## src/rtl/game_sequencer.sv

```systemverilog
// Game-level controller: IDLE/RUN/HIT/OVER sequencing, obstacle tick gating,
// per-frame player/obstacle collision detection, lives and saturating score.
module game_sequencer #(
  parameter int unsigned PLAYER_SIZE = 40,
  parameter int unsigned OBS_W       = 40,
  parameter int unsigned OBS_Y0      = 500,
  parameter int unsigned OBS_Y1      = 580,
  parameter int unsigned LIVES       = 3,
  parameter int unsigned HIT_FRAMES  = 60,
  parameter int unsigned SCORE_DIV   = 60,
  // Score value loaded by reset only; lets a bench start near saturation.
  parameter logic [15:0] SCORE_INIT  = 16'h0000
) (
  input  logic               clk_148Mhz,
  input  logic               reset,
  input  logic               tick_in,
  input  logic               frame_start,
  input  logic               btn_start,
  input  logic signed [11:0] x_pos,
  input  logic signed [11:0] y_pos,
  input  logic        [10:0] x_obs1,
  input  logic        [10:0] x_obs2,
  input  logic        [10:0] x_obs3,
  output logic               tick_obs,
  output logic               freeze,
  output logic               obs_reset,
  output logic        [1:0]  game_state,
  output logic        [1:0]  lives,
  output logic        [15:0] score
);

  localparam logic [1:0] StIdle = 2'd0;
  localparam logic [1:0] StRun  = 2'd1;
  localparam logic [1:0] StHit  = 2'd2;
  localparam logic [1:0] StOver = 2'd3;

  localparam int unsigned FrameW = $clog2(SCORE_DIV + 1);
  localparam int unsigned HitW   = $clog2(HIT_FRAMES + 1);

  localparam logic signed [12:0] PlayerSz = 13'(PLAYER_SIZE);
  localparam logic signed [12:0] ObsW     = 13'(OBS_W);
  localparam logic signed [12:0] BandY0   = 13'(OBS_Y0);
  localparam logic signed [12:0] BandY1   = 13'(OBS_Y1);
  localparam logic [1:0]         LivesInit = 2'(LIVES);
  localparam logic [FrameW-1:0]  FrameLast = FrameW'(SCORE_DIV - 1);
  localparam logic [HitW-1:0]    HitLast   = HitW'(HIT_FRAMES - 1);

  logic [1:0]        state_q, state_d;
  logic [1:0]        lives_q, lives_d;
  logic [15:0]       score_q, score_d;
  logic [FrameW-1:0] frame_cnt_q, frame_cnt_d;
  logic [HitW-1:0]   hit_cnt_q, hit_cnt_d;
  logic              tick_obs_q, tick_obs_d;
  logic              freeze_q, freeze_d;
  logic              obs_reset_q, obs_reset_d;

  // Collision detection: all compares done in 13-bit signed space so a player
  // partly off the left edge (negative x_pos) still overlaps correctly.
  logic signed [12:0] px, py;
  logic        [10:0] x_obs [3];
  logic        [2:0]  obs_hit;
  logic               collide;

  assign px = {x_pos[11], x_pos};
  assign py = {y_pos[11], y_pos};
  assign x_obs[0] = x_obs1;
  assign x_obs[1] = x_obs2;
  assign x_obs[2] = x_obs3;

  for (genvar g = 0; g < 3; g++) begin : g_obs
    logic signed [12:0] ox;
    assign ox = {2'b00, x_obs[g]};
    assign obs_hit[g] = (px < ox + ObsW) && (ox < px + PlayerSz) &&
                        (py < BandY1) && (BandY0 < py + PlayerSz);
  end

  // Several overlapping obstacles in one frame still count as a single hit.
  assign collide = |obs_hit;

  always_comb begin
    state_d     = state_q;
    lives_d     = lives_q;
    score_d     = score_q;
    frame_cnt_d = frame_cnt_q;
    hit_cnt_d   = hit_cnt_q;

    case (state_q)
      StIdle: begin
        if (btn_start) begin
          state_d = StRun;
        end
      end
      StRun: begin
        if (frame_start) begin
          if (collide) begin
            lives_d   = (lives_q != 2'd0) ? lives_q - 2'd1 : 2'd0;
            hit_cnt_d = '0;
            state_d   = StHit;
          end else if (frame_cnt_q == FrameLast) begin
            frame_cnt_d = '0;
            if (score_q != 16'hFFFF) begin
              score_d = score_q + 16'd1;
            end
          end else begin
            frame_cnt_d = frame_cnt_q + FrameW'(1);
          end
        end
      end
      StHit: begin
        if (frame_start) begin
          if (hit_cnt_q == HitLast) begin
            state_d = (lives_q == 2'd0) ? StOver : StRun;
          end else begin
            hit_cnt_d = hit_cnt_q + HitW'(1);
          end
        end
      end
      StOver: begin
        if (btn_start) begin
          state_d     = StIdle;
          lives_d     = LivesInit;
          score_d     = '0;
          frame_cnt_d = '0;
        end
      end
      default: state_d = StIdle;
    endcase
  end

  // freeze follows the next state so it lines up with game_state.
  always_comb begin
    tick_obs_d  = tick_in && (state_q == StRun);
    freeze_d    = (state_d != StRun);
    obs_reset_d = (state_q == StOver) && btn_start;
  end

  always_ff @(posedge clk_148Mhz or posedge reset) begin
    if (reset) begin
      state_q     <= StIdle;
      lives_q     <= LivesInit;
      score_q     <= SCORE_INIT;
      frame_cnt_q <= '0;
      hit_cnt_q   <= '0;
      tick_obs_q  <= 1'b0;
      freeze_q    <= 1'b1;
      obs_reset_q <= 1'b0;
    end else begin
      state_q     <= state_d;
      lives_q     <= lives_d;
      score_q     <= score_d;
      frame_cnt_q <= frame_cnt_d;
      hit_cnt_q   <= hit_cnt_d;
      tick_obs_q  <= tick_obs_d;
      freeze_q    <= freeze_d;
      obs_reset_q <= obs_reset_d;
    end
  end

  assign game_state = state_q;
  assign lives      = lives_q;
  assign score      = score_q;
  assign tick_obs   = tick_obs_q;
  assign freeze     = freeze_q;
  assign obs_reset  = obs_reset_q;

endmodule

```

## config.mk

```make
export PLATFORM = sky130hd
export DESIGN_NAME = game_sequencer
export DESIGN_NICKNAME = d
export VERILOG_FILES = /design/src/rtl/game_sequencer.sv
export SDC_FILE = /design/constraint.sdc
export NUM_CORES = 1
export LEC_CHECK = 0
export ABC_AREA = 1
export BUFFER_PORTS_ARGS = -buffer_cell sky130_fd_sc_hd__buf_2
export CORE_MARGIN = 2
export CORE_UTILIZATION = 62
export DETAILED_ROUTE_END_ITERATION = 8
export PLACE_DENSITY = 0.88
export SLEW_MARGIN = 15
export SYNTH_ARGS = -nofsm -noshare
export SYNTH_HDL_FRONTEND = slang
export SYNTH_SLANG_ARGS = --single-unit
```

## constraint.sdc

```tcl
create_clock -name clk_148Mhz -period 4.5 [get_ports clk_148Mhz]
set_input_delay 0.225 -clock clk_148Mhz [delete_from_list [all_inputs] [get_ports clk_148Mhz]]
set_output_delay 0.225 -clock clk_148Mhz [all_outputs]
set_load 0.1 [all_outputs]
```

==> run metrics <==
Post-synth top cells sky130_fd_sc_hd__nand2_1 (178), sky130_fd_sc_hd__inv_1 (81), sky130_fd_sc_hd__nor2_1 (67); critical path arrival 2.79 ns; total I/O pin count 85; cell at the root of the clock tree sky130_fd_sc_hd__clkbuf_8; Net Sw Power 746 µW; design internal power 710 µW; maximum achievable frequency 383 MHz; clock skew after layout 0.00933 ns; vias per inst 5.54; number of setup violations in the final report 0; Max Cap Viol 0; multi-input gate area in the final layout 3070 µm²; H-tree depth 2; post-CTS setup-driven buffer insertion count 0; start-to-end type of the worst setup path reg2reg; run status finished, final reports clean; post-synthesis sequential element count 35; DRT Pass-1 Iters 5; via count of the first global-routing pass 4232; Post-Place Cells 821; Clock Sinks 35; ratio of final minimum period to clock period 58.0%; clock-pin slew on the worst setup and hold paths 0.07 ns; wire length of the first global-routing pass 18.1 mm; floorplan row count 30; non-filler cells in the finished layout 828; aggregate routed wire length 10.6 mm; post-synth net total 778; worst ir drop on vdd 0.303 mV; total of hold buffers inserted after clock tree synthesis 0; number of enable-type register cells in the synthesized netlist 0; Total Negative Setup Slacks 0 ns; source-to-sink clock delay at the later pin of the worst-skew pair 0.30 ns; worst min-delay path category in2async; TritonCTS clock tree done; routability-driven placement congestion ratio 0.925; diode insertion count for antenna repair 0; initial core utilization 63.9%; post-synthesis cell type with the largest combined area sky130_fd_sc_hd__dfrtp_1; Yosys cell types 41; warning count from the yosys run 0; leakage power 0.00271 µW; Filler Cells Inserted 568; part of the total power dissipated in combinational logic 53.7%; layout net count 864; Synth area leaders sky130_fd_sc_hd__dfrtp_1 (19%), sky130_fd_sc_hd__ha_1 (16%), sky130_fd_sc_hd__nand2_1 (15%); Design Area, Final 4900 µm²; pin count of the biggest net entering global routing 36; wire per inst 12.8 µm; width of the chip 87.4 µm; RSZ-0062 raised after global routing false; antenna violations before repair 0; post-detailed-route DRC marker count 0; final hold violation count 0; Area Growth Syn to Fin 13.6%; First DRT Iteration DRCs 245; Reg power frac 30.0%; post-synthesis cell area 4320 µm²; Synth async-reset ratio 100%; register area share after synthesis 20.4%; Floorplan Core Area 6760 µm²; clock group share of total power 16.3%; fraction of post-synthesis cell area in the top cell type by area 18.6%; Worst slew margin 31.4%; post_cts resized 0; dominant register cell in the synthesized netlist sky130_fd_sc_hd__dfrtp_1; share of final-layout standard cells stronger than drive strength 1 15.5%; CP Data Required Time 4.68 ns; minimum setup slack among reg-to-reg paths 1.89 ns; GR Util All Layers 28.8%; final count of pins violating max slew 0; buffers added on ports 84; Inserted Clock Buffers 5; most frequently used cell type in the post-synthesis netlist sky130_fd_sc_hd__nand2_1; number of routed nets with antenna violations 0; die height 87.4 µm; final period demand of the worst path 2.61 ns; worst-margin pin slew 1.02 ns; sequential cell area 880 µm²; number of cells produced by synthesis 662; synthesized area divided by synthesized cell count 6.52 µm²; Total Die Area 7640 µm²; net switching share of the total power 51.3%; startpoint class of the critical path register; total overflow reported by the global router 0; clk buf depth 2; largest fanout on the critical path 18; Final HPWL DP 8.44 mm; type of destination of the critical path register; via count of the routed design 4588; Pwr per Cell Area 297 nW/µm²; instance area at placement 4810 µm²
==> flip-flops by register name, summed over array words and instances (netlist names) <==
| signal | flops |
|---|---|
| score | 16 |
| game_state | 2 |
| obs_reset | 1 |
| lives | 2 |
| tick_obs | 1 |
| hit_cnt_q | 6 |
| frame_cnt_q | 6 |
| freeze | 1 |
==> path summary, 6_finish.rpt <==
path | to | from | cells past startpoint
hold reg to reg | hit_cnt_q[5] | hit_cnt_q[5] | 2
setup / recovery | hit_cnt_q[3] | game_state[0] | 6
min in group clk_148Mhz | tick_obs | tick_in | 3
setup reg to reg | hit_cnt_q[3] | game_state[0] | 6
max in group asynchronous | lives[1] | reset | 3
hold / removal | frame_cnt_q[3] | reset | 3
==> worst max-delay path: stages (launching register included) <==
cell                       delay (ns)
sky130_fd_sc_hd__dfrtp_1         0.45
sky130_fd_sc_hd__nand2_2         0.19
sky130_fd_sc_hd__clkinv_1        0.46
sky130_fd_sc_hd__nor4_1          1.02
sky130_fd_sc_hd__nand2_2         0.21
sky130_fd_sc_hd__nand2_1         0.11
sky130_fd_sc_hd__nand2_1         0.06
==> logic make-up after synthesis <==
family	count (synthesis)	synth area share, %
buf+inv	93	8.47
simple gates	371	38.6
fa+ha+maj	54	15.7
compound gates	71	9.19
xor+xnor	38	7.71
flops	35	20.4
==> area by class of cell <==
type,count,share of cell area (%)
timing repair buffer,87,9.04
sequential,35,17.9
multi-input combinational,534,62.6
inverter,85,6.54
clock buffer,6,1.68
clock inverter,1,0.102
tap,80,2.04
==> metal layers <==
metal | vias up | GRT usage (%) | part of all wire (%)
li1 | 2355 | - | -
met4 | 0 | 6.01 | 1.2
met1 | 2056 | 38.8 | 46
met3 | 15 | 4.64 | 6.6
met5 | - | 0 | 0
met2 | 162 | 48.6 | 46
==> layout by cell type (no fill, tap or decap), types with 2 or more instances in the layout <==
cell type,netlist,layout
sky130_fd_sc_hd__a21oi_1,28,28
sky130_fd_sc_hd__or2_2,2,2
sky130_fd_sc_hd__a211oi_1,4,4
sky130_fd_sc_hd__inv_2,2,2
sky130_fd_sc_hd__and3_1,2,2
sky130_fd_sc_hd__nor4_1,7,7
sky130_fd_sc_hd__inv_1,81,81
sky130_fd_sc_hd__clkbuf_8,0,6
sky130_fd_sc_hd__nand3b_1,6,6
sky130_fd_sc_hd__nand3_4,2,2
sky130_fd_sc_hd__o211ai_1,4,4
sky130_fd_sc_hd__o21ai_1,8,9
sky130_fd_sc_hd__nand4_1,24,24
sky130_fd_sc_hd__dfrtp_1,32,32
sky130_fd_sc_hd__nor2_1,67,67
sky130_fd_sc_hd__nor3_1,12,12
sky130_fd_sc_hd__buf_2,3,84
sky130_fd_sc_hd__xor2_1,29,29
sky130_fd_sc_hd__nand2_1,178,178
sky130_fd_sc_hd__xnor2_1,9,9
sky130_fd_sc_hd__a21o_1,3,3
sky130_fd_sc_hd__dfstp_2,3,3
sky130_fd_sc_hd__nand2_2,8,8
sky130_fd_sc_hd__buf_4,1,3
sky130_fd_sc_hd__o21ai_0,19,18
sky130_fd_sc_hd__nand3_1,57,57
sky130_fd_sc_hd__ha_1,54,54
sky130_fd_sc_hd__clkinv_2,1,2
==> power groups by stage <==
stage                     registers, µW  clock network [µW]  logic, µW
final                               436                 238        782
after global routing                448                 256        865
after CTS                           435                 241        780
after detailed placement            440                   0        778
after global placement              437                   0        754
after floorplan                     644                   0        396
==> through the flow <==
step           hold WS (ns)  utilization [%]  worst slack (ns)  power (µW)
2_1_floorplan         0.331                -              1.92        1040
3_3_place_gp          0.334             71.2              1.62        1190
3_5_place_dp          0.351             71.2              1.62        1220
4_1_cts              0.0354             72.5              1.93        1460
5_1_grt              0.0611             72.5              1.52        1570
6_report             0.0140             72.5              1.89        1460
(Power assumes the default switching activity.)
